--- src/rtl/writeback_register_file_pkg.sv ---
// rtl/writeback_register_file_pkg.sv - pipeline constants shared by the writeback stage
package writeback_register_file_pkg;

    // Architectural register indices with a fixed role
    localparam logic [4:0] REG_ZERO = 5'd0;
    localparam logic [4:0] REG_GP   = 5'd28;
    localparam logic [4:0] REG_SP   = 5'd29;
    localparam logic [4:0] REG_RA   = 5'd31;

    // Default reset values of the stack and global pointers
    localparam logic [31:0] SP_INIT_DEFAULT = 32'h7FFF_EFFC;
    localparam logic [31:0] GP_INIT_DEFAULT = 32'h1000_8000;

    // Writeback source encoding
    typedef enum logic [1:0] {
        WB_SEL_ALU = 2'b00,
        WB_SEL_MEM = 2'b01,
        WB_SEL_PC  = 2'b10
    } wb_sel_e;

    // PC+4 (link) overrides the ALU/memory choice
    function automatic wb_sel_e wb_sel_decode(input logic alu_mem_or_pc, input logic alu_or_mem);
        if (alu_mem_or_pc) begin
            return WB_SEL_PC;
        end else if (alu_or_mem) begin
            return WB_SEL_MEM;
        end
        return WB_SEL_ALU;
    endfunction

endpackage

--- src/rtl/writeback_register_file_writeback_mux.sv ---
// rtl/writeback_register_file_writeback_mux.sv - 3:1 writeback source select
module writeback_mux
    import writeback_register_file_pkg::*;
#(
    parameter int DATA_WIDTH = 32
) (
    input  logic [DATA_WIDTH-1:0] i_pc_4,
    input  logic [DATA_WIDTH-1:0] i_mem_data,
    input  logic [DATA_WIDTH-1:0] i_alu_result,
    input  wb_sel_e               i_sel,
    output logic [DATA_WIDTH-1:0] o_data
);

    // Only the selected source reaches the output, so X on an idle source is masked
    always_comb begin
        o_data = i_alu_result;
        case (i_sel)
            WB_SEL_PC:  o_data = i_pc_4;
            WB_SEL_MEM: o_data = i_mem_data;
            default:    o_data = i_alu_result;
        endcase
    end

endmodule

--- src/rtl/writeback_register_file.sv ---
// rtl/writeback_register_file.sv - writeback select, 32x32 register file with bypass and commit counter
module writeback_register_file
    import writeback_register_file_pkg::*;
#(
    parameter int          DATA_WIDTH = 32,
    parameter int          NUM_REGS   = 32,
    parameter logic [31:0] SP_INIT    = SP_INIT_DEFAULT,
    parameter logic [31:0] GP_INIT    = GP_INIT_DEFAULT
) (
    input  logic                        clk,
    input  logic                        reset,
    input  logic [DATA_WIDTH-1:0]       in_PC_4,
    input  logic [DATA_WIDTH-1:0]       in_MemoryData,
    input  logic [DATA_WIDTH-1:0]       in_ALUResult,
    input  logic [$clog2(NUM_REGS)-1:0] in_WriteRegister,
    input  logic                        in_CtrlRegWrite,
    input  logic                        in_CtrlALUOrMem,
    input  logic                        in_CtrlALUMemOrPC,
    input  logic [$clog2(NUM_REGS)-1:0] in_ReadRegister1,
    input  logic [$clog2(NUM_REGS)-1:0] in_ReadRegister2,
    output logic [DATA_WIDTH-1:0]       out_ReadData1,
    output logic [DATA_WIDTH-1:0]       out_ReadData2,
    output logic [DATA_WIDTH-1:0]       out_WriteBackData,
    output logic [31:0]                 out_CommitCount
);

    localparam int ADDR_W = $clog2(NUM_REGS);

    logic [DATA_WIDTH-1:0] r_regs [NUM_REGS];
    logic [31:0]           r_commit_count;
    logic                  w_commit;
    wb_sel_e               w_sel;

    assign w_sel = wb_sel_decode(in_CtrlALUMemOrPC, in_CtrlALUOrMem);

    writeback_mux #(
        .DATA_WIDTH (DATA_WIDTH)
    ) u_writeback_mux (
        .i_pc_4       (in_PC_4),
        .i_mem_data   (in_MemoryData),
        .i_alu_result (in_ALUResult),
        .i_sel        (w_sel),
        .o_data       (out_WriteBackData)
    );

    // Writes to $zero are dropped entirely, including from the counter
    assign w_commit = in_CtrlRegWrite && (in_WriteRegister != ADDR_W'(REG_ZERO));

    // Register array: pointer registers get their boot values, the rest clear
    always_ff @(posedge clk or negedge reset) begin
        if (!reset) begin
            for (int i = 0; i < NUM_REGS; i++) begin
                if (ADDR_W'(i) == ADDR_W'(REG_GP)) begin
                    r_regs[i] <= DATA_WIDTH'(GP_INIT);
                end else if (ADDR_W'(i) == ADDR_W'(REG_SP)) begin
                    r_regs[i] <= DATA_WIDTH'(SP_INIT);
                end else begin
                    r_regs[i] <= '0;
                end
            end
        end else if (w_commit) begin
            r_regs[in_WriteRegister] <= out_WriteBackData;
        end
    end

    // Retired-write counter, free-running with silent wrap
    always_ff @(posedge clk or negedge reset) begin
        if (!reset) begin
            r_commit_count <= '0;
        end else if (w_commit) begin
            r_commit_count <= r_commit_count + 32'd1;
        end
    end

    assign out_CommitCount = r_commit_count;

    // Read port 1: $zero, then write-through bypass, then array
    always_comb begin
        out_ReadData1 = r_regs[in_ReadRegister1];
        if (in_ReadRegister1 == ADDR_W'(REG_ZERO)) begin
            out_ReadData1 = '0;
        end else if (w_commit && (in_ReadRegister1 == in_WriteRegister)) begin
            out_ReadData1 = out_WriteBackData;
        end
    end

    // Read port 2: same priority as port 1, bypassed independently
    always_comb begin
        out_ReadData2 = r_regs[in_ReadRegister2];
        if (in_ReadRegister2 == ADDR_W'(REG_ZERO)) begin
            out_ReadData2 = '0;
        end else if (w_commit && (in_ReadRegister2 == in_WriteRegister)) begin
            out_ReadData2 = out_WriteBackData;
        end
    end

endmodule

--- config.mk ---
export PLATFORM = sky130hd
export DESIGN_NAME = writeback_register_file
export DESIGN_NICKNAME = d
export VERILOG_FILES = /design/src/rtl/writeback_register_file_pkg.sv /design/src/rtl/writeback_register_file_writeback_mux.sv /design/src/rtl/writeback_register_file.sv
export SDC_FILE = /design/constraint.sdc
export NUM_CORES = 2
export LEC_CHECK = 0
export CORE_ASPECT_RATIO = 1.1
export CORE_MARGIN = 4
export CORE_UTILIZATION = 33
export DETAILED_ROUTE_END_ITERATION = 8
export HOLD_SLACK_MARGIN = 0.08
export PLACE_DENSITY = 0.56
export SYNTH_ARGS = -nofsm -noshare
export SYNTH_HDL_FRONTEND = slang
export SYNTH_SLANG_ARGS = --single-unit
--- constraint.sdc ---
create_clock -name clk -period 4.8 [get_ports clk]
set_input_delay 0.96 -clock clk [delete_from_list [all_inputs] [get_ports clk]]
set_output_delay 0.96 -clock clk [all_outputs]
set_load 0.05 [all_outputs]
# [Yosys cells after proc, flatten, opt, wreduce, memory -nomap -nowiden]
# Index checks and enable logic that the tools add are counted.
[classes] n_mux=19 n_lt_le_gt_ge=4 add_sub_neg=1 n_eq_ne=4 reduce_logical=7 n_bitwise=3
[ops] operator="1024-bit bitwise mux" n=1
[ops] operator="32-bit binary-select mux with 5-bit select" n=2
[ops] operator="32-bit 2-to-1 mux" n=9
[ops] operator="32-bit demux with 5-bit select" n=1
[ops] operator="32-bit one-hot mux with 2 select lines" n=1
[ops] operator="32-bit by 1-bit adder with 32-bit output (second input constant)" n=1
[ops] operator="6-bit greater-or-equal comparator (second input constant)" n=3
[ops] operator="5-bit NOT with 6-bit output" n=3
[ops] operator="5-bit == test" n=2
[ops] operator="5-bit zero test" n=2
[ops] operator="6-bit by 1-bit < comparator with 1-bit output (second input constant)" n=1
[ops] operator="2-bit 2-to-1 mux" n=3
[ops] operator="5-bit nonzero test" n=1
[ops] operator="1-bit logical AND" n=4
[ops] operator="2-bit by 1-bit == test with 1-bit output (second input constant)" n=1
[ops] operator="2-bit == test (second input constant)" n=1
[ops] operator="1-bit 2-to-1 mux" n=2
[totals] register_bits=1056

# [Longest topological paths before layout]
[logic_depth] ltp_word=7 ltp_mapped=10

# [Hierarchy]
# Synthesis repeated with hierarchy kept, for this count alone.
[hier_totals] cells_unflattened=4042 area_unflattened_um2=57413.8
[modules_own_cells] module="writeback_register_file" cells_per_inst=3929 instances=1 area_per_inst_um2=56777.0 seq_area_each_um2=26462.9
[modules_own_cells] module="writeback_mux" cells_per_inst=113 instances=1 area_per_inst_um2=636.9 seq_area_each_um2=0.0

# [Least setup slack after synthesis]
# Ideal clock, no wire load.
[synth_path] kind="input to output" from="input port in_ReadRegister2[0]" to="output port out_ReadData2[9]" required_ps=3840 arrival_ps=4448 path_buffers=3 path_stages=7 setup_slack_ps=-608 path_cell_list="buf_4 > buf_8 > buf_4 > mux4_2 > a22oi_1 > and3_1 > a2111oi_0"
[synth_between] elab_chain_cells=6
[synth_rtl] item="from (decl)" line_no="writeback_register_file.sv:20" rtl="input logic [$clog2(NUM_REGS)-1:0] in_ReadRegister2,"
[synth_rtl] item="5-bit NOT with 6-bit output (not written as such)" line_no="writeback_register_file.sv:89" rtl="out_ReadData2 = r_regs[in_ReadRegister2];"
[synth_rtl] item="32-bit binary-select mux with 5-bit select" line_no="writeback_register_file.sv:89"
[synth_rtl] item="32-bit 2-to-1 mux (not written as such) (2 in series)" line_no="writeback_register_file.sv:89"
[synth_rtl] item="32-bit 2-to-1 mux" line_no="writeback_register_file.sv:92" rtl="end else if (w_commit && (in_ReadRegister2 == in_WriteRegister)) begin"
[synth_rtl] item="32-bit 2-to-1 mux (*)" line_no="writeback_register_file.sv:90" rtl="if (in_ReadRegister2 == ADDR_W'(REG_ZERO)) begin"
[synth_rtl] item="to (decl)" line_no="writeback_register_file.sv:22" rtl="output logic [DATA_WIDTH-1:0] out_ReadData2,"
# Every way passes the cells marked *; elsewhere a longest branch is shown, timed or not. The select of a mux whose other input is x is not followed.

# [Final worst setup path]
[layout_path] from="input port in_WriteRegister[2]" to="output port out_ReadData2[14]"
[layout_between] elab_chain_cells=5
[layout_rtl] item="from (decl)" line_no="writeback_register_file.sv:15" rtl="input logic [$clog2(NUM_REGS)-1:0] in_WriteRegister,"
[layout_rtl] item="5-bit nonzero test" line_no="writeback_register_file.sv:47" rtl="assign w_commit = in_CtrlRegWrite && (in_WriteRegister != ADDR_W'(REG_ZERO));"
[layout_rtl] item="1-bit logical AND" line_no="writeback_register_file.sv:47"
[layout_rtl] item="1-bit logical AND (*)" line_no="writeback_register_file.sv:92"
[layout_rtl] item="32-bit 2-to-1 mux (*)" line_no="writeback_register_file.sv:92"
[layout_rtl] item="32-bit 2-to-1 mux (*)" line_no="writeback_register_file.sv:90"
# Every way passes the cells marked *; elsewhere a longest branch is shown, timed or not.

==> impl_metrics.json <==
{
  "synthTopCellsByArea": "dfrtp_1 47%, mux4_2 19%, o21ai_0 9.1%",
  "cp-startpoint": "in_WriteRegister[2]",
  "first_pass_iters": 6,
  "wl_per_cell_um": 28.45,
  "grt_pass1_vias": 43550,
  "yosysWarnings": 0,
  "holdBufCountCts": 0,
  "clockBufferDepth": 3,
  "num_io_pins": 244,
  "grt_antenna_before_repair": 8,
  "startpoint_type": "primary input",
  "powerDensity_mw_per_mm2": 412.9,
  "port_buffers": 243,
  "status": "finished clean",
  "final_cell_mix": "1,112 x nand2_1, 1,026 x dfrtp_1, 1,004 x o21ai_0",
  "r2r_start": "out_CommitCount[6]",
  "finalPower_mw": 27.21,
  "grt_max_degree": 141,
  "grt.overflow.total": 0,
  "worst_slew_pin_slew_ns": 1.178,
  "synth-seq-cells": 1056,
  "dp_hpwl_mm": 143.6,
  "synth_edf_count": 0,
  "required_ns": 3.84,
  "cts_root_buffer": "clkbuf_16",
  "cts_inserted_buffers": 113,
  "clkTransAtPathRegs_ns": 0.07,
  "clock_sinks": 1056,
  "tritoncts": "done",
  "finalCritPeriodShare": 0.9920,
  "synth_top_flop_cell": "dfrtp_1",
  "drcViolationCount": 0,
  "skew_ns": 0.007989,
  "ys_types": 71,
  "vias": 44110,
  "yosysTopAreaCell": "dfrtp_1",
  "critPathMaxFanout": 9,
  "viasPerCell": 5.828,
  "final_util": 0.3990,
  "p_leak_nw": 28.31,
  "grt_use_total": 0.2454,
  "max_freq_mhz": 210.0,
  "die_h_um": 436.4,
  "drv_cap": 0,
  "rrSetupSlack_ns": 2.53,
  "ir_drop_mv": 0.3003,
  "coreArea_mm2": 0.1651,
  "crit_type": "primary input to output port",
  "crit_end": "out_ReadData2[14]",
  "drv_slew": 0,
  "syn-cell-area_mm2": 0.05506,
  "setup_tns_ns": 0,
  "gp_congestion": 0.9101,
  "die_w_um": 397.5,
  "hold_viol_final": 0,
  "final_common_cell": "nand2_1",
  "drive_gt1_frac": 0.2272,
  "end_kind": "output port",
  "synthArstFlopShare": 1.000,
  "slew_headroom": 0.2131,
  "seq_area_mm2": 0.02646,
  "arrival_ns": 3.80,
  "routed_wl_mm": 215.4,
  "drtIter0Drc": 4686,
  "clk_latency_ns": 0.73,
  "avgSynthCellArea_um2": 10.81,
  "grt_first_pass_wirelength_mm": 313.3,
  "syn_nets": 5212,
  "postRouteAntennaNets": 0,
  "num_rows": 156,
  "die-area_mm2": 0.1735,
  "fin_nets": 5373,
  "multi_input_area_mm2": 0.02660,
  "syn2layout_area_growth_pct": 19.66,
  "reg2reg_to": "out_CommitCount[31]",
  "initial_utilization": 0.3334,
  "setup_violations": 0,
  "synth_top_area_frac": 0.4663,
  "min_path_type": "primary input to async pin",
  "reg2reg_depth": 5,
  "layout_min_cycle_time_ns": 4.762,
  "num-fill-cells": 15930,
  "synthCells": 5095,
  "htree_levels": 3,
  "grt_setup_unrepaired": "false",
  "ys_seq_area_frac": 0.4806
}
## stage by stage
stage	std cells	hold WS [ns]	worst slack [ns]	instance area [µm²]
after global routing	7564	0.1754	0.001809	65870
final	7569	0.1649	0.03845	65890
after global placement	7353	0.3765	0.03553	62060
after CTS	7564	0.1719	0.05949	65860
after floorplan	5095	0.4413	0.06915	55100
after detailed placement	7353	0.3823	0.01714	62060
## power breakdown
part / internal [mW] / total, mW / switching, mW
combinational: 2.89 / 6.33 / 3.44
sequential: 10.5 / 11.8 / 1.23
clock: 5.27 / 9.11 / 3.83
## cells by family (layout without fill, tap and decap cells)
| logic type | count (synthesis) | after routing | synth area share |
|---|---|---|---|
| AOI/OAI and AO/OA | 1401 | 1401 | 0.1428 |
| DFF | 1056 | 1056 | 0.4806 |
| xor gates and xnor gates | 41 | 41 | 0.006658 |
| muxes | 642 | 642 | 0.2228 |
| adders and majority gates | 1 | 1 | 0.0002272 |
| other | 0 | 5 | 0 |
| buffers and inverters | 580 | 837 | 0.04627 |
| and+or+nand+nor | 1374 | 1374 | 0.1006 |
## worst max-delay path, cell delays in order
cell	delay (ns)
clkdlybuf4s50_1	0.51
buf_4	0.22
xnor2_1	0.17
buf_4	0.15
nand4_2	0.14
o31ai_4	0.30
buf_12	0.21
buf_12	0.12
a21oi_1	0.05
a2111oi_2	0.72
buf_12	0.22
## how the worst min path moves through the flow
stage	from	to	slack, ns	cells after the start
2_1_floorplan	r_regs[1000]	r_regs[1000]	0.44	1
3_3_place_gp	r_regs[1014]	r_regs[1014]	0.38	0
3_5_place_dp	r_regs[995]	r_regs[995]	0.38	0
4_1_cts	reset	r_regs[880]	0.17	1
5_1_grt	reset	r_regs[880]	0.18	1
6_report	reset	r_regs[880]	0.16	1
## Yosys cell counts (8+ instances only)
cell type and instances:
a21oi_1 91, inv_1 36, a2111oi_0 8, nor2_1 72, a31oi_1 12, mux2_2 8, o21ai_1 29, buf_4 32
xnor2_1 31, buf_6 17, a221o_1 22, buf_1 19, and3_1 43, dfrtp_1 1026, a22oi_1 106, nand3_1 46
dfstp_2 30, mux2i_1 167, mux4_2 466, nor3_1 9, nand4_1 11, a221oi_1 24, o21ai_0 1004, nand2_1 1143
xor2_1 9, buf_2 69, o22ai_1 41, clkbuf_1 397, nor2b_1 14
## cell type report
| type | instances | area share |
|---|---|---|
| multi-input cells | 3459 | 0.4037 |
| clock inverters | 41 | 0.007368 |
| diodes | 5 | 0.0001899 |
| flip-flops and latches | 1056 | 0.4016 |
| repair buffers | 585 | 0.09260 |
| clock buffers | 170 | 0.05017 |
| well taps | 2212 | 0.04201 |
| inverters | 41 | 0.002336 |
## per-layer routing
metal | share of wire | track usage
met5 | 0.00021 | 0
met1 | 0.41 | 0.3362
met3 | 0.097 | 0.05929
met4 | 0.048 | 0.1008
met2 | 0.45 | 0.3741
## timing repair
item / in CTS / in global routing
setup endpoints to repair: 1 / 2
setup buffers: 0 / 0
resized for setup: 1 / 2
## flip-flops by register name (all words and copies together), names as in the netlist
| register | count |
|---|---|
| out_CommitCount | 32 |
| r_regs | 1024 |
No activity file was read; power rests on OpenSTA's default activity.
